**src/rtl/video_pkg.sv**
```systemverilog
// Shared types and constants for the video test-pattern source.
// Latency: n/a (types, constants and an elaboration-time helper only).
// Backpressure: n/a.
package video_pkg;

  typedef logic [15:0] rgb565_t;

  typedef enum logic [1:0] {
    PAT_SOLID = 2'd0,
    PAT_BARS  = 2'd1,
    PAT_RAMP  = 2'd2,
    PAT_CHECK = 2'd3
  } pattern_e;

  typedef enum logic [1:0] {
    IDLE   = 2'd0,
    STREAM = 2'd1,
    GAP    = 2'd2
  } gen_state_e;

  // Classic SMPTE-like bar order, left to right: white, yellow, cyan, green,
  // magenta, red, blue, black.
  localparam rgb565_t BAR_COLORS [8] = '{
    16'hFFFF, 16'hFFE0, 16'h07FF, 16'h07E0,
    16'hF81F, 16'hF800, 16'h001F, 16'h0000
  };

  // Used to give counters a minimum width so the fixed pattern slices exist.
  function automatic int max2(input int a, input int b);
    return (a > b) ? a : b;
  endfunction

endpackage

```
**src/rtl/video_pattern_lut.sv**
```systemverilog
// Maps a pattern selection and pixel coordinate to an RGB565 value.
// Latency: purely combinational, zero cycles.
// Backpressure: none; the caller decides when the result is registered.
module video_pattern_lut
  import video_pkg::*;
#(
  parameter int XW = 10,
  parameter int YW = 9
) (
  input  pattern_e        pattern,
  input  logic [XW-1:0]   x,
  input  logic [YW-1:0]   y,
  input  logic [2:0]      bar_idx,
  input  rgb565_t         solid,
  output rgb565_t         pixel
);

  // Only a few coordinate bits feed the patterns; the rest are intentionally ignored.
  logic unused_coord_bits;
  assign unused_coord_bits = ^{x, y};

  // Pixel mapping for the four test patterns.
  always_comb begin
    pixel = solid;
    case (pattern)
      PAT_SOLID: pixel = solid;
      PAT_BARS:  pixel = BAR_COLORS[bar_idx];
      PAT_RAMP:  pixel = {x[7:3], x[7:2], x[7:3]};
      PAT_CHECK: pixel = (x[5] ^ y[5]) ? 16'hFFFF : 16'h0000;
      default:   pixel = solid;
    endcase
  end

endmodule

```
**src/rtl/axis_video_pattern_gen.sv**
```systemverilog
// AXI4-Stream RGB565 test-frame source (TUSER = start of frame, TLAST = end of line).
// Latency: TVALID rises one cycle after enable is seen; one pixel per clock when ready.
// Backpressure: holds TDATA/TLAST/TUSER stable while TREADY is low; frames never truncate.
module axis_video_pattern_gen
  import video_pkg::*;
#(
  parameter int DATA_WIDTH = 16,
  parameter int H_ACTIVE   = 640,
  parameter int V_ACTIVE   = 480,
  parameter int V_BLANK    = 16
) (
  input  logic                  clk,
  input  logic                  s_axis_aresetn,
  input  logic                  enable,
  input  logic [1:0]            pattern_sel,
  input  logic [15:0]           solid_color,
  output logic [DATA_WIDTH-1:0] M_AXIS_TDATA,
  output logic                  M_AXIS_TVALID,
  input  logic                  M_AXIS_TREADY,
  output logic                  M_AXIS_VIDEO_TLAST,
  output logic                  M_AXIS_VIDEO_TUSER,
  output logic                  frame_done,
  output logic [15:0]           frame_count
);

  localparam int XW    = max2($clog2(H_ACTIVE), 8);
  localparam int YW    = max2($clog2(V_ACTIVE), 6);
  localparam int BAR_W = H_ACTIVE / 8;
  localparam int RW    = max2($clog2(BAR_W), 1);
  localparam int GW    = max2($clog2(V_BLANK), 1);

  localparam logic [XW-1:0] X_LAST = XW'(H_ACTIVE - 1);
  localparam logic [YW-1:0] Y_LAST = YW'(V_ACTIVE - 1);
  localparam logic [RW-1:0] R_LAST = RW'(BAR_W - 1);
  localparam logic [GW-1:0] G_LAST = GW'((V_BLANK > 0) ? V_BLANK - 1 : 0);

  if (DATA_WIDTH != 16) begin : g_bad_width
    $error("axis_video_pattern_gen: DATA_WIDTH must be 16 (RGB565)");
  end
  if ((H_ACTIVE < 8) || ((H_ACTIVE % 8) != 0)) begin : g_bad_h
    $error("axis_video_pattern_gen: H_ACTIVE must be a multiple of 8, at least 8");
  end
  if (V_ACTIVE < 1) begin : g_bad_v
    $error("axis_video_pattern_gen: V_ACTIVE must be at least 1");
  end

  gen_state_e    state;
  logic [XW-1:0] x;
  logic [YW-1:0] y;
  logic [2:0]    bar_idx;
  logic [RW-1:0] bar_rem;
  pattern_e      pat_q;
  rgb565_t       solid_q;
  logic [GW-1:0] gap_cnt;

  logic          handshake;
  logic          last_pix;
  logic          starting;
  logic [XW-1:0] nx;
  logic [YW-1:0] ny;
  logic [2:0]    nbar;
  logic [RW-1:0] nrem;

  pattern_e      lut_pat;
  rgb565_t       lut_solid;
  logic [XW-1:0] lut_x;
  logic [YW-1:0] lut_y;
  logic [2:0]    lut_bar;
  rgb565_t       lut_pix;

  assign handshake = M_AXIS_TVALID & M_AXIS_TREADY;
  assign last_pix  = (x == X_LAST) && (y == Y_LAST);

  // Next raster position; bar index advances via a remainder counter instead of x / BAR_W.
  always_comb begin
    nx   = x + 1'b1;
    ny   = y;
    nbar = bar_idx;
    nrem = bar_rem + 1'b1;
    if (x == X_LAST) begin
      nx   = '0;
      ny   = (y == Y_LAST) ? '0 : y + 1'b1;
      nbar = '0;
      nrem = '0;
    end else if (bar_rem == R_LAST) begin
      nrem = '0;
      nbar = bar_idx + 3'd1;
    end
  end

  // A new frame starts from IDLE, at the end of the blanking gap, or back-to-back without a gap.
  always_comb begin
    starting = 1'b0;
    case (state)
      IDLE:    starting = enable;
      STREAM:  starting = enable && handshake && last_pix && (V_BLANK == 0);
      GAP:     starting = enable && (gap_cnt == G_LAST);
      default: starting = 1'b0;
    endcase
  end

  // At a frame start the LUT sees the live inputs at (0,0); otherwise the latched frame settings.
  always_comb begin
    lut_pat   = starting ? pattern_e'(pattern_sel) : pat_q;
    lut_solid = starting ? solid_color : solid_q;
    lut_x     = starting ? '0 : nx;
    lut_y     = starting ? '0 : ny;
    lut_bar   = starting ? '0 : nbar;
  end

  video_pattern_lut #(
    .XW (XW),
    .YW (YW)
  ) u_lut (
    .pattern (lut_pat),
    .x       (lut_x),
    .y       (lut_y),
    .bar_idx (lut_bar),
    .solid   (lut_solid),
    .pixel   (lut_pix)
  );

  // Frame FSM with raster counters and registered stream outputs.
  always_ff @(posedge clk or negedge s_axis_aresetn) begin
    if (!s_axis_aresetn) begin
      state              <= IDLE;
      x                  <= '0;
      y                  <= '0;
      bar_idx            <= '0;
      bar_rem            <= '0;
      pat_q              <= PAT_SOLID;
      solid_q            <= '0;
      gap_cnt            <= '0;
      M_AXIS_TDATA       <= '0;
      M_AXIS_TVALID      <= 1'b0;
      M_AXIS_VIDEO_TLAST <= 1'b0;
      M_AXIS_VIDEO_TUSER <= 1'b0;
      frame_done         <= 1'b0;
      frame_count        <= '0;
    end else begin
      frame_done <= 1'b0;
      if (starting) begin
        state              <= STREAM;
        pat_q              <= pattern_e'(pattern_sel);
        solid_q            <= solid_color;
        x                  <= '0;
        y                  <= '0;
        bar_idx            <= '0;
        bar_rem            <= '0;
        gap_cnt            <= '0;
        M_AXIS_TDATA       <= lut_pix;
        M_AXIS_TVALID      <= 1'b1;
        M_AXIS_VIDEO_TUSER <= 1'b1;
        M_AXIS_VIDEO_TLAST <= 1'b0;
      end
      case (state)
        STREAM: begin
          if (handshake) begin
            if (last_pix) begin
              frame_done  <= 1'b1;
              frame_count <= frame_count + 16'd1;
              if (!starting) begin
                M_AXIS_TVALID      <= 1'b0;
                M_AXIS_VIDEO_TUSER <= 1'b0;
                M_AXIS_VIDEO_TLAST <= 1'b0;
                gap_cnt            <= '0;
                state              <= (V_BLANK > 0) ? GAP : IDLE;
              end
            end else begin
              x                  <= nx;
              y                  <= ny;
              bar_idx            <= nbar;
              bar_rem            <= nrem;
              M_AXIS_TDATA       <= lut_pix;
              M_AXIS_VIDEO_TLAST <= (nx == X_LAST);
              M_AXIS_VIDEO_TUSER <= 1'b0;
            end
          end
        end
        GAP: begin
          if (!starting) begin
            if (gap_cnt == G_LAST) state <= IDLE;
            else                   gap_cnt <= gap_cnt + 1'b1;
          end
        end
        default: ;
      endcase
    end
  end

endmodule

```
**config.mk**
```make
export PLATFORM = sky130hd
export DESIGN_NAME = axis_video_pattern_gen
export DESIGN_NICKNAME = d
export VERILOG_FILES = /design/src/rtl/video_pkg.sv /design/src/rtl/video_pattern_lut.sv /design/src/rtl/axis_video_pattern_gen.sv
export SDC_FILE = /design/constraint.sdc
export NUM_CORES = 1
export LEC_CHECK = 0
export ABC_CLOCK_PERIOD_IN_PS = 2400
export CORE_UTILIZATION = 50
export CTS_CLUSTER_SIZE = 16
export DETAILED_ROUTE_END_ITERATION = 12
export PLACE_DENSITY = 0.76
export SLEW_MARGIN = 20
export SYNTH_ARGS = -nofsm -noshare
export SYNTH_HDL_FRONTEND = slang
export SYNTH_SLANG_ARGS = --single-unit
export TNS_END_PERCENT = 1
```
**constraint.sdc**
```tcl
create_clock -name clk -period 2.4 [get_ports clk]
set_input_delay 0.24 -clock clk [delete_from_list [all_inputs] [get_ports clk]]
set_output_delay 0.24 -clock clk [all_outputs]
set_load 0.02 [all_outputs]
```
==> results by group <==
Setup path
  – CP endpoint kind: register
  – CP startpoint kind: register
  – Required @ worst endpoint: 2.68 ns
  – CP Max Fanout: 40
  – Worst r2r src: x[0]$_DFF_PN0_
  – WS Path Type: reg -> reg
  – Critical path arrival: 2.55 ns
  – Origin of the worst setup path: x[0]$_DFF_PN0_

Logic synthesis
  – Syn Inst Count: 467
  – Register area share after synthesis: 0.492
  – Share of the synthesized area in the top cell type: 0.492
  – Synthesis Warnings: 0
  – Cell Area, Synth: 0.00453 mm2
  – Biggest area contributors in the synthesized netlist: dfrtp_1 49%, nand2_1 5.4%, o21ai_0 4.6%
  – Ys flop type: dfrtp_1
  – Post-synthesis register bit count: 89
  – EDFF count, synth: 0
  – Syn Area/Cell: 9.70 um2
  – Post-synth cell types: 56
  – Syn Nets: 498
  – Ys async rst share: 1.00
  – Synth area leader: dfrtp_1

CTS
  – Number of H-tree levels: 3
  – Max Root-Sink Buffers: 2
  – CTS root buffer: clkbuf_8
  – Sink Count: 89
  – Clk Latency, worst-skew pair: 0.36 ns
  – TritonCTS clock tree: built
  – Clock slew at reported path FFs: 0.09 ns
  – CTS buffer count: 9
  – Total setup buffers inserted after CTS: 0

Die
  – IO Count: 58
  – FP Rows: 34
  – Core footprint: 0.00876 mm2
  – Starting density of the core: 0.517
  – Die Area: 0.00945 mm2
  – Die span in y: 97.2 um
  – Die span in x: 97.2 um

Timing
  – Fmax: 0.441 GHz
  – Slew Limit Headroom: 0.624
  – Final setup viols: 0
  – Setup TNS Final: 0 ns
  – Clock Skews: 0.0127 ns
  – Slew Viols, Final: 0
  – Final Cycle Share: 0.945
  – Tmin final: 2.27 ns
  – Final Hold Vio Count: 0
  – Actual slew at the worst max-slew pin: 0.564 ns
  – RSZ-0062 raised after global routing: false

Drt
  – Iter 0 DRT Violations: 175
  – Via count: 3787
  – Drt pass-1 iters: 4
  – Final Routed Wirelength: 10300 um
  – Wirelength per Cell: 15.7 um
  – Post-route ant nets: 0
  – Drt via density: 5.80
  – DRC: 0

Power
  – Pwr dens: 957 mW/mm2
  – Tot Pwr: 5.37 mW
  – LEAKAGE: 2.43 nW
  – Worst vdd ir: 0.453 mV

Outcome
  – Status: finished clean

Cells and area
  – Diodes inserted: 0
  – Share of layout cells above drive strength 1: 0.128
  – Fin nets: 571
  – Area growth syn-to-layout: 23.9%

Global routing
  – First-pass GRT wire length: 17300 um
  – Vias in the first global route: 3633
  – GR Util All Layers: 0.225
  – Largest net degree at the start of global routing: 49
  – GR Overflow Total: 0
  – Initial antenna violation count: 0

Worst hold path
  – HP Class: in -> async

Placement
  – Routability cong.: 0.850
  – Number of port buffers: 57
  – HPWL Detailed: 7480 um

Job
  – Max-capacitance violation count: 0
power by group:
part,internal [mW],total (mW),switching [mW],leakage [nW]
Combinational,0.955,2.16,1.21,1.17
Clock,0.625,1.18,0.551,0.112
Sequential,1.84,2.03,0.192,1.15
final cells by class:
class,instances,area (um2)
clock inverter,5,87.6
fill,694,3150
tap,108,135
multi-input combinational,336,2140
sequential,89,2230
clock buffer,11,141
inverter,21,78.8
timing repair buffer,83,803
layer usage:
metal | share of wire | track usage
met5 | 0 | 0
met4 | 0.018 | 0.0769
met3 | 0.043 | 0.0353
met1 | 0.46 | 0.306
met2 | 0.48 | 0.368
state kept, by name (all words and copies together), names as in the netlist, named ones only:
register / flops
M_AXIS_TDATA: 16
frame_count: 16
solid_q: 16
x: 10
bar_rem: 7
gap_cnt: 4
y: 4
bar_idx: 3
pat_q: 2
state: 2
M_AXIS_TVALID: 1
M_AXIS_VIDEO_TLAST: 1
M_AXIS_VIDEO_TUSER: 1
frame_done: 1
critical path, cell delays in order (launching register included):
cell     delay, ns
dfrtp_1       0.43
ha_1          0.27
nand3_2       0.13
buf_4         0.20
o31ai_4       0.25
nand3_1       0.26
buf_12        0.26
a31o_2        0.24
a31oi_1       0.15
cells in the mapped netlist, drive strengths merged, types with 3 or more instances:
cell and instances:
o31ai 6, nor3 5, ha 9, or2 3
o41ai 3, a31o 12, o221a 3, xnor2 19
a32o 3, nand2b 5, inv 21, nand3 25
and3 8, nor3b 3, a22o 4, and4 3
clkbuf 13, buf 8, and2 5, o21ai 42
xor2 6, a21oi 13, nor2 27, nand4 9
mux2i 14, a31oi 15, nand2 65, dfrtp 89
kinds of logic (layout without fill, tap and decap cells):
kind of cell    Yosys count  after routing  share of synthesized area
flops                    89             89                      0.492
compound gates          120            120                      0.181
xor+xnor                 25             25                     0.0483
buf+inv                  42            120                     0.0387
mux                      15             15                     0.0334
fa+ha+maj                 9              9                     0.0249
simple gates            167            167                      0.182
cells in the final DEF (no fill, tap or decap), types with 10 or more instances in the layout:
| cell | Yosys | layout |
|---|---|---|
| nand3_1 | 24 | 24 |
| inv_1 | 21 | 21 |
| nor2_1 | 27 | 26 |
| nand2_1 | 65 | 65 |
| a31oi_1 | 15 | 15 |
| xnor2_1 | 19 | 19 |
| buf_4 | 0 | 23 |
| dfrtp_1 | 89 | 89 |
| clkdlybuf4s50_1 | 0 | 56 |
| clkbuf_8 | 0 | 10 |
| a31o_2 | 12 | 12 |
| a21oi_1 | 13 | 13 |
| mux2i_1 | 14 | 14 |
| o21ai_0 | 42 | 39 |
what timing repair did:
action | in CTS | in global routing
endpoints found under the hold margin | 41 | 0
hold buffers | 1 | 0
gates resized for setup | 0 | 6
endpoints found under the setup margin | 0 | 11
metrics by stage:
step                cell area [um2]  hold WS [ns]  worst slack [ns]  std cells  utilization
floorplan                      4530       -0.0556            0.0692        467            -
global placement               5360         0.271            0.0486        636        0.612
detailed placement             5360         0.274            0.0600        636        0.612
CTS                            5600         0.419            0.0270        653        0.639
global route                   5620         0.462            0.0129        653        0.641
finish                         5620         0.402             0.131        653        0.641
final timing paths:
path,cells past startpoint,endpoint,slack (ns)
max,8,M_AXIS_TDATA[14]$_DFF_PN0_,0.13
max reg2reg,8,M_AXIS_TDATA[14]$_DFF_PN0_,0.13
min,2,frame_count[5]$_DFFE_PN0P_,0.40
min reg2reg,1,frame_count[15]$_DFFE_PN0P_,0.48
min in group clk,3,solid_q[5]$_DFF_PN0_,0.45
max in group asynchronous,3,x[5]$_DFF_PN0_,1.33
Power figures use the tool's default switching activity.
